### config.mk
export PLATFORM = sky130hd
export DESIGN_NAME = exec_hazard_ctrl
export DESIGN_NICKNAME = d
export VERILOG_FILES = /design/src/rtl/exec_hazard_ctrl.sv
export SDC_FILE = /design/constraint.sdc
export NUM_CORES = 1
export LEC_CHECK = 0
export CAP_MARGIN = 40
export CORE_UTILIZATION = 25
export CTS_CLUSTER_SIZE = 25
export DETAILED_ROUTE_END_ITERATION = 10
export PLACE_DENSITY_LB_ADDON = 0.12
export SETUP_SLACK_MARGIN = 0.3
export SLEW_MARGIN = 40
export SYNTH_ARGS = -nofsm -noshare
export SYNTH_HDL_FRONTEND = slang
export SYNTH_SLANG_ARGS = --single-unit
### constraint.sdc
create_clock -name clk -period 5.2 [get_ports clk]
set_input_delay 0.52 -clock clk [delete_from_list [all_inputs] [get_ports clk]]
set_output_delay 0.52 -clock clk [all_outputs]
set_load 0.05 [all_outputs]
### src/rtl/exec_hazard_ctrl.sv
// Execute-stage sequencing: load-use interlock, data-memory stall with timeout trap, and redirect flush.
// Mealy outputs with zero latency; holds freeze fetch/decode/execute while memory withholds memReady. Optional STALL_CNT_EN adds the stall counter.
module exec_hazard_ctrl #(
    parameter int REG_ADDR_W   = 5,
    parameter int FLUSH_CYCLES = 2,
    parameter int MEM_TIMEOUT  = 15
) (
    input  logic                  clk,
    input  logic                  rst,
    input  logic                  idValid,
    input  logic [REG_ADDR_W-1:0] idRs1,
    input  logic [REG_ADDR_W-1:0] idRs2,
    input  logic                  idUseRs1,
    input  logic                  idUseRs2,
    input  logic                  exValid,
    input  logic [REG_ADDR_W-1:0] exRd,
    input  logic                  exRegWrite,
    input  logic [1:0]            exMemOp,
    input  logic                  pcSel,
    input  logic                  memReady,
    output logic                  holdFetch,
    output logic                  holdDecode,
    output logic                  holdExec,
    output logic                  flushDecode,
    output logic                  bubbleExec,
    output logic                  errMemTimeout,
    output logic [31:0]           stallCycles
);

    typedef enum logic [1:0] {RUN, MEM_WAIT, FLUSH, ERROR} state_t;

    localparam int WAIT_W  = $clog2(MEM_TIMEOUT) + 1;
    localparam int FLUSH_W = $clog2(FLUSH_CYCLES) + 1;
    localparam logic [WAIT_W-1:0]  WAIT_MAX   = WAIT_W'(MEM_TIMEOUT);
    localparam logic [FLUSH_W-1:0] FLUSH_LOAD = FLUSH_W'(FLUSH_CYCLES - 1);

    state_t              state_q, state_d;
    logic [WAIT_W-1:0]   wait_cnt_q, wait_cnt_d;
    logic [FLUSH_W-1:0]  flush_cnt_q, flush_cnt_d;
    logic                mem_op, load_use, rs1_hit, rs2_hit;

    assign mem_op   = exValid & ((exMemOp == 2'b01) | (exMemOp == 2'b10));
    assign rs1_hit  = idUseRs1 & (idRs1 == exRd);
    assign rs2_hit  = idUseRs2 & (idRs2 == exRd);
    assign load_use = exValid & (exMemOp == 2'b01) & exRegWrite & (exRd != '0)
                    & idValid & (rs1_hit | rs2_hit);

    always_comb begin
        state_d       = state_q;
        wait_cnt_d    = wait_cnt_q;
        flush_cnt_d   = flush_cnt_q;
        holdFetch     = 1'b0;
        holdDecode    = 1'b0;
        holdExec      = 1'b0;
        flushDecode   = 1'b0;
        bubbleExec    = 1'b0;
        errMemTimeout = 1'b0;
        if (rst) begin
            flushDecode = 1'b1;
            bubbleExec  = 1'b1;
        end else begin
            case (state_q)
                RUN: begin
                    if (exValid & pcSel) begin
                        flushDecode = 1'b1;
                        bubbleExec  = 1'b1;
                        flush_cnt_d = FLUSH_LOAD;
                        if (FLUSH_LOAD != '0) state_d = FLUSH;
                    end else if (mem_op & ~memReady) begin
                        holdFetch  = 1'b1;
                        holdDecode = 1'b1;
                        holdExec   = 1'b1;
                        wait_cnt_d = WAIT_W'(1);
                        state_d    = MEM_WAIT;
                    end else if (load_use) begin
                        // Execute drains the load while a NOP fills behind it.
                        holdFetch  = 1'b1;
                        holdDecode = 1'b1;
                        bubbleExec = 1'b1;
                    end
                end
                MEM_WAIT: begin
                    if (memReady) begin
                        state_d = RUN;
                    end else begin
                        holdFetch  = 1'b1;
                        holdDecode = 1'b1;
                        holdExec   = 1'b1;
                        if (wait_cnt_q == WAIT_MAX) state_d = ERROR;
                        else wait_cnt_d = wait_cnt_q + WAIT_W'(1);
                    end
                end
                FLUSH: begin
                    flushDecode = 1'b1;
                    bubbleExec  = 1'b1;
                    flush_cnt_d = flush_cnt_q - FLUSH_W'(1);
                    if (flush_cnt_q == FLUSH_W'(1)) state_d = RUN;
                end
                ERROR: begin
                    holdFetch     = 1'b1;
                    holdDecode    = 1'b1;
                    holdExec      = 1'b1;
                    errMemTimeout = 1'b1;
                end
                default: state_d = RUN;
            endcase
        end
    end

    always_ff @(posedge clk) begin
        if (rst) begin
            state_q     <= RUN;
            wait_cnt_q  <= '0;
            flush_cnt_q <= '0;
        end else begin
            state_q     <= state_d;
            wait_cnt_q  <= wait_cnt_d;
            flush_cnt_q <= flush_cnt_d;
        end
    end

`ifdef STALL_CNT_EN
    logic [31:0] stall_cnt_q, stall_cnt_d;

    always_comb stall_cnt_d = stall_cnt_q + {31'd0, holdFetch};

    always_ff @(posedge clk) begin
        if (rst) stall_cnt_q <= '0;
        else     stall_cnt_q <= stall_cnt_d;
    end

    assign stallCycles = stall_cnt_q;
`else
    assign stallCycles = '0;
`endif

endmodule

== Yosys cells after proc, flatten, opt, wreduce, memory -nomap -nowiden ==
Cells that the tools add are included.
Widths: inputs -> output; s select.
Operators by class
  add/sub/neg operators: 2
  equal/unequal tests: 17
  muxes and demuxes: 32
  bitwise logic cells: 13
  reduce and logical (&&, ||, !) cells: 8
Operators by type and width (number)
  $mux 5: 4
  $mux 1: 15
  $mux 2: 6
  $ne 2x2->1 const B: 6
  $and 1x1->1: 10
  $eq 5x5->1: 2
  $pmux 5 s2: 1
  $eq 2x1->1 const B: 3
  $eq 2x2->1 const B: 3
  $ne 3x3->1 const B: 2
  $pmux 1 s3: 2
  $pmux 2 s3: 1
  $add 5x1->5 const B: 1
  $eq 5x4->1 const B: 1
  $reduce_and 5->1: 1
  $reduce_bool 5->1: 1
  $pmux 1 s2: 2
  $pmux 2 s2: 1
  $reduce_and 4->1: 1
  $reduce_bool 2->1: 2
  $reduce_bool 3->1: 1
  $logic_not 2->1: 1
  $or 1x1->1: 2
  $reduce_and 2->1: 1
  2 further kinds: 2
Word-level totals
  register bits: 9
  input bits: 26
  output and inout bits: 38
  logic and storage cells: 75

== Logic depth before layout (Yosys ltp) ==
Gate-level depths: netlist (run 1).
  depth after elaboration: 11
  depth in mapped cells: 7
  gate-level depth less buffers: 7

== Worst setup path after synthesis (run 1) ==
No wires, ideal clock.
  path type: input to output
  start: input port exMemOp[1]
  end: output port holdFetch
  arrival: 2699 ps
  data required time: 4680 ps
  slack: 1981 ps
  cell stages on the path: 7
  path buffers: 1
  path through: inv_1 -> ha_1 -> or3_1 -> nor2_1 -> o31a_1 -> o21bai_1 -> buf_4
Between the ends
  cells in the longest elaborated chain, start to end: 11
  elaborated cells on any way between the ends: 15
  those cells by class: eq/ne: 2; mux: 5; bitwise: 8
RTL lines
  start, declared: line 18  | input logic [1:0] exMemOp,
  $eq 2x1->1: line 42, 45
  $and 1x1->1 (3 in a row): line 45  | assign load_use = exValid & (exMemOp == 2'b01) & exRegWrite & (exRd != '0)
  $and 1x1->1 (2 in a row): line 46  | & idValid & (rs1_hit | rs2_hit);
  $mux 1
  $mux 1 (*) (2 in a row)
  $pmux 1 s3 (*)
  $mux 1 (*)
  end, declared: line 21  | output logic holdFetch,
Every way passes the cells marked *; elsewhere a longest branch is shown, timed or not.

== Final worst setup path (run 1) ==
  start: input port exMemOp[1]
  end: output port holdFetch
Between the ends
  cells in the longest elaborated chain, start to end: 11
  elaborated cells on any way between the ends: 15
  those cells by class: eq/ne: 2; mux: 5; bitwise: 8
RTL lines
  $eq 2x1->1: line 42, 45
  $and 1x1->1 (3 in a row): line 45
  $and 1x1->1 (2 in a row): line 46
  $mux 1: line 75  | end else if (load_use) begin
  $mux 1 (*): line 69  | end else if (mem_op & ~memReady) begin
  $mux 1 (*): line 64  | if (exValid & pcSel) begin
  $pmux 1 s3 (*): line 62  | case (state_q)
  $mux 1 (*): line 58  | if (rst) begin
Marks and branches as above.

==> results.txt, run 1 <==
- The flow ran to the end, and the final reports show no timing, DRC or antenna violations.
- Worst setup skew after layout: ~0.0012 ns
* Sum of negative setup slack: 0 ns
- STA classifies the critical path startpoint as a primary input.
* Routed via count: 905
- Wire length of the first global-routing pass: around 3900 um
- The most common cell in the synthesized netlist is buf_4.
- Count of nets after finishing: 201
- Chip height: roughly 68 um
- Of the total synthesized cell area, the portion taken by AND, OR, NAND and NOR gates is 0.181.
* Final GP Congestion: 0.768
* Initial detailed-routing violation count: 17
- CTS saw 9 sinks.
- Of the cells placed in the final design, the portion with a size suffix greater than 1 is 0.0424.
- In the global route stage, overall resource usage came out at 0.116.
* Dominant combinational cell family by area after synthesis: buffers and inverters
- In the synthesized netlist, the number of instances is 133.
- The worst setup path is of the in -> out kind.
- The analysis attributes to cell leakage a power of approximately 0.57 nW.
- Drt pass-1 iters: 4
- Total routed wirelength: 2400 um
- Data required time at the worst endpoint: approximately 4.7 ns
- Worst Tran Pin Value: a little under 0.6 ns
- Of the total synthesized cell area, the portion taken by XOR and XNOR cells is 0.0810.
* Fraction of synthesized area in multiplexers: 0.00926
* Clk slew on worst S/H paths: about 0.050 ns
- Biggest area contributors in the synthesized netlist: buf_4 (23%), dfxtp_1 (17%), ha_1 (10%), xor2_1 (6.5%), nor2b_1 (4.1%)
* Vias per Instance: between 4 and 5
- Clock tree from TritonCTS: done
- Effective utilization at floorplan: 0.265
- Number of buffers inserted by port buffering: 31
- In this run the worst hold path is classified as reg -> reg.
- Root Buffer: clkbuf_8
* Top cells by count, synth: buf_4 (33), inv_1 (10), dfxtp_1 (9), ha_1 (9), xor2_1 (8)
- In this run the number of H-tree levels came out at 1.
* Most area-hungry cell type in the Yosys netlist: buf_4
- Cts hold-fix bufs: 0
- F_max: 282 MHz
* Adder-Cell Fraction of Synth Area: 0.104
* Yosys synthesis warning count: 0
- Vias in the first global route: 891
* Antenna violations before repair: 0
* Final antenna-violating net count: 0
- Setup repair after global routing left no endpoint under its margin.
* Max Cap Violations: 0
* Worst skew pair latency: 0.23 ns
* Largest driver fanout on the critical path: 3
- In this run, synthesis produced a sequential element count of 9.
- The initialized floorplan defines 23 standard-cell rows.
- Placed Area: roughly 1300 sq um
- The number of clock buffers added by TritonCTS is 3.
* Tightest slew margin relative to the limit: 0.610
- Startpoint of the lowest-slack register-to-register path: wait_cnt_q[0]
- Dividing the final minimum period by the clock period gives 0.683.
- Worst-case vdd ir drop: roughly 190 uV
* Area enclosed by the die boundary: ~4600 sq um
- Power density relative to cell area: about 370 nW/um^2
- Number of instances resized during post-cts repair: 0
* Number of max-slew violations in the final report: 0
- Setup violations remaining at the end of the flow were counted as 0.
- Fraction of synthesis flops using an asynchronous set or reset pin: 0
- For the worst setup path, the data arrival time is around 3.0 ns.
* Num ports: 64
* Critical Path Source: exMemOp[1]
* Overflow left after global routing: 0
- Once detailed placement completed, the half-perimeter wirelength came to roughly 2100 um.
- Post-Place Setup Slack: roughly 1.6 ns
- The share of synthesized area in the top cell type comes to 0.229.
- Chip width: approximately 68 um
- In this run the most critical hold path is launched from flush_cnt_q[0].
- Counting flops with a built-in enable in the synthesized netlist gives 0.
* Routed wire per std cell: 11.1 um
- Summing all non-filler instances in the final layout gives an area of between 1000 and 1500 sq um.
* Final count of hold timing violations: 0
- Entering global routing, the biggest net connects 10 pins.
- Area fraction in compound gates after synthesis: 0.188
- The worst path needs around 3.5 ns of the cycle, external delays included.
- Max Buffers Root-to-Sink: 2
* Min setup slack post-route: ~1.7 ns
- Of the synthesized area, sequential elements account for 0.167.
* Number of diodes: 0
- Area of the core: between 4000 and 5000 sq um
- Primary flip-flop cell chosen by synthesis mapping: dfxtp_1
* Kind of end point of the critical path: output pin
- Synthesis instantiated 37 different standard cells from the library.
* Mean instance size in the synthesized netlist: approximately 8.1 sq um
* Mapped Area: around 1100 sq um
- After detailed routing, the number of remaining DRC violations is 0.
- Layout Area Growth over Synthesis: 26.2%
- The number of setup buffers added after CTS is 0.
[final cells by class]
type	instances	area, sq um
clock buffers	4	45.0
fillers	458	2720
inverters	10	37.5
multi-input cells	111	728
flip-flops and latches	9	180
well taps	50	62.6
repair buffers	31	310
[cells in the final DEF, fill, tap and decap left out, types with 5 or more instances in the layout]
master           Yosys  routed
conb_1               1      32
nor2_1               6       6
nor2b_1              7       7
ha_1                 9       9
clkdlybuf4s50_1      0      31
inv_1               10      10
dfxtp_1              9       9
xor2_1               8       8
nand2_1              5       5
[critical path, stage by stage]
cell and delay, ns:
clkdlybuf4s50_1 0.46, inv_1 0.04, ha_1 0.32, or3_1 0.40, nor2_1 0.15, o31a_1 0.17, o21bai_1 0.13, clkdlybuf4s50_1 0.83
[power breakdown]
part | leakage (nW) | total, W | internal, W | switching, W
logic | 0.476 | 0.000320 | 0.000117 | 0.000202
registers | 0.0734 | 0.000100 | 0.0000844 | 0.0000156
clock network | 0.0228 | 0.0000809 | 0.0000534 | 0.0000275
total | 0.572 | 0.000501 | 0.000255 | 0.000245
[registers in the layout, summed over array words and instances, names as in the netlist]
signal,flops
flush_cnt_q,2
state_q,2
wait_cnt_q,5
[cell families (layout without fill, tap and decap cells)]
kind of cell	Yosys count	in the layout
compound gates	26	26
buf+inv	44	45
flops	9	9
other cells	1	32
simple gates	33	33
mux	1	1
fa+ha+maj	9	9
xor+xnor	10	10
[metrics by stage]
stage / power [W] / hold slack, ns / util / std cells
finish: 0.000501 / 0.470 / 0.334 / 215
global route: 0.000542 / 0.487 / 0.334 / 215
CTS: 0.000505 / 0.473 / 0.334 / 215
detailed placement: 0.000419 / 0.466 / 0.323 / 211
global placement: 0.000414 / 0.463 / 0.323 / 211
floorplan: 0.000360 / 0.444 / - / 164
[final timing paths]
kind,endpoint,slack (ns),cells past startpoint
worst min register to register,flush_cnt_q[0],0.47,1
worst max register to register,wait_cnt_q[3],3.13,7
worst max-delay path,holdFetch,1.65,8
worst min-delay path,flush_cnt_q[0],0.47,1
[metal layers]
metal	GRT usage	part of all wire	up-vias
li1	-	-	455
met2	0.214	0.52	34
met4	0.0319	0.0079	0
met3	0.0304	0.046	2
met5	0	0	-
met1	0.129	0.43	414
Note: power is estimated with default switching activity, not from simulation.
==> run 2: changes to the inputs <==
==> constraint.sdc (replaced) <==
create_clock -name clk -period 3.15 [get_ports clk]
set_input_delay 0.315 -clock clk [delete_from_list [all_inputs] [get_ports clk]]
set_output_delay 0.315 -clock clk [all_outputs]
set_load 0.05 [all_outputs]
==> run 2 against run 1 <==
Net effect: clock skew grew 0.0024 ns; critical path type unchanged; global-route usage decreased by 0.56 points; critical path depth is the same; sequential share of layout area fell by 0.26 points; final cell count grew 0.47%; critical endpoint is now holdDecode; clock power up 62%; hold slack improved by 0.0048 ns; via count is 0.66% higher; register-to-register slack worse by 2.1 ns; utilization is 0.67 points higher.
==> results.txt, run 2 (synthesis gave the netlist of run 1 again) <==
- Chip width: 67.8 um (unchanged)
- Total number of placement rows: 23 (unchanged)
- The vertical extent of the die was 67.8 um (unchanged).
- The logic gate share of total power is 0.645 (+0.006).
- The total power divided by cell area is 601 nW/um^2 (+64%).
- The final weighted congestion in routability-driven placement was 0.803 (+4.6%).
- Clock tree from TritonCTS: done
* Switching pwr: 0.000403 W (+64%)
- Most frequent standard cell in the layout excluding fill and tap cells: conb_1
* Tightest slew margin relative to the limit: 0.629 (+0.0185)
* Cts hold-fix bufs: 0 (unchanged)
- DP Wirelength: 2080 um (+0.84%)
- The wire length per cell after detailed routing was 11.0 um (-1.1%).
* Sum of negative setup slack: 0 ns (unchanged)
- The first-pass GRT wire length was 3860 um (-1.1%).
- The number of non-filler instances in the completed layout came to 216 (+0.47%).
- The post-route total power is 0.000836 W (+67%).
- Overflow left after global routing: 0 (unchanged)
- Static timing analysis puts the maximum clock frequency at about 380 MHz.
- Highest-count cells in the layout ignoring fill and taps: conb_1 (32), clkdlybuf4s50_1 (27), inv_1 (10)
- Worst Path Arrival: 2.30 ns (-0.73 ns)
- R2R cell count: 7 (unchanged)
- The final count of hold timing violations was 0 (unchanged).
* Slowest Stage Delay on Critical Path: 0.45 ns (-0.38 ns)
- The worst clock skew on the final layout is 0.00360 ns (+0.00236 ns).
- Cell Chain, Critical Path: clkdlybuf4s50_1 > inv_1 > ha_1 > or3_1 > nor2_1 > o31a_1 > o21bai_1 > buf_12
- Worst skew pair latency: 0.23 ns (about the same)
* Slowest stage cell on the critical path: clkdlybuf4s50_1
- Area enclosed by the die boundary: 4590 sq um (unchanged)
- Buffering stage count on the worst path with inverters included: 3 (unchanged)
- Data required time at the worst endpoint: 2.83 ns (-1.85 ns)
- Routed via count: 911 (+0.66%)
* Worst Tran Pin Value: 0.552 ns (-0.0274 ns)
- The deepest level of the CTS H-tree is 1 (unchanged).
- Result of the run: completed
- Number of design rule violations left after detail routing: 0 (unchanged)
* Vias in the first global route: 867 (-2.7%)
- Static Leak: 0.595 nW (+4.0%)
- The worst setup path is of the in -> out kind.
- Root Buffer: clkbuf_8
- Count of nets after finishing: 202 (+0.50%)
* Largest driver fanout on the critical path: 3 (unchanged)
- Kind of end point of the critical path: output pin
- The worst-case clock buffer depth came to 2 (unchanged).
- The final antenna-violating net count came to 0 (unchanged).
- The initial core utilization was 0.265 (unchanged).
- Cell depth of the worst min-delay path: 1 (unchanged)
- Max Cap Violations: 0 (unchanged)
- Startpoint kind of the worst setup timing path: primary input
* Register name with the most flops: wait_cnt_q
- The total clock buffers created by CTS is 3 (unchanged).
* Initial detailed-routing violation count: 31 (+14)
* Part of the cycle the worst path needs: 0.829
* Fraction of final layout cells with drive strength greater than 1: 0.0663 (+0.0238)
- Max reg flops: 5 (unchanged)
* Switching part of the total power: 0.482 (-0.00760)
- Fin crit period: between 2 and 3 ns
* Largest net degree at the start of global routing: 9 (-1)
* Critical path depth in cells: 8 (unchanged)
- The overall routing resource usage is 0.111 (-0.00559).
- The clock sink total was 9 (unchanged).
* Unrepaired setup endpoints after global routing: no
* Antenna violations before repair: 0 (unchanged)
- The setup-violating endpoint count in the final report is 0 (unchanged).
- The total internal power is 0.000432 W (+69%).
* Number of buffers inserted by port buffering: 31 (unchanged)
- Kind of path behind the tightest hold check: reg -> reg
* Clk slew on worst S/H paths: 0.05 ns (about the same)
- Clock power share: 0.157 (-0.005)
- Min Hold Slack: 0.475 ns (+0.00478 ns)
* Worst-case vdd ir drop: 375 uV (+100%)
* Number of cells after detailed placement: 212 (+0.47%)
- Category of cells accounting for the largest share of critical-path delay: buffers and inverters
- Sequential Power Share: 0.199 (about the same)
- Number of max-slew violations in the final report: 0 (unchanged)
- Number of diodes: 0 (unchanged)
- Num ports: 64 (unchanged)
- Area of the core: 4090 sq um (unchanged)
- Top flop regs: wait_cnt_q (5), flush_cnt_q (2), state_q (2)
- The detailed-route vias per instance was 4.22 (+0.20%).
- Layout Area Growth over Synthesis: 28.7%
- The total routed wirelength came to 2380 um (-0.67%).
- The first-pass detailed-route iteration total came to 4 (unchanged).
==> run 2: layer usage <==
metal | global-route usage | share of wire | up-vias
met5 | 0 | 0 | -
met4 | 0.0319 | 0.0080 | 0
met1 | 0.125 | 0.42 | 418
li1 | - | - | 458
met3 | 0.0220 | 0.053 | 2
met2 | 0.205 | 0.51 | 33
==> run 2: worst paths after layout <==
path | start | to | slack (ns)
setup / recovery | exMemOp[1] | holdDecode | 0.54
hold / removal | flush_cnt_q[0] | flush_cnt_q[0] | 0.48
setup reg to reg | wait_cnt_q[0] | wait_cnt_q[3] | 1.07
hold reg to reg | flush_cnt_q[0] | flush_cnt_q[0] | 0.48
==> run 2: power by group through the flow <==
stage          sequential (W)  combinational [W]  clock, W
2_1_floorplan        0.000162           0.000433         0
3_3_place_gp         0.000167           0.000536         0
3_5_place_dp         0.000168           0.000541         0
4_1_cts              0.000166           0.000544  0.000137
5_1_grt              0.000169           0.000587  0.000140
6_report             0.000166           0.000539  0.000131
==> run 2: repair_timing <==
action | 4_1_cts | 5_1_grt
buffers inserted | 0 | 0
endpoints found under the setup margin | 0 | 1
gates resized for setup | 0 | 1
==> run 2: stage by stage <==
step	setup slack, ns	util	cell area [sq um]
6_report	0.539	0.340	1390
5_1_grt	0.432	0.340	1390
4_1_cts	0.372	0.340	1390
3_5_place_dp	0.381	0.329	1340
3_3_place_gp	0.369	0.329	1340
2_1_floorplan	0.341	-	1200
==> run 2: layout make-up <==
type	instances	area [sq um]
Multi-Input combinational cell	111	728
Inverter	10	37.5
Timing Repair Buffer	32	338
Clock buffer	4	45.0
Tap cell	50	62.6
Fill cell	435	2700
Sequential cell	9	180
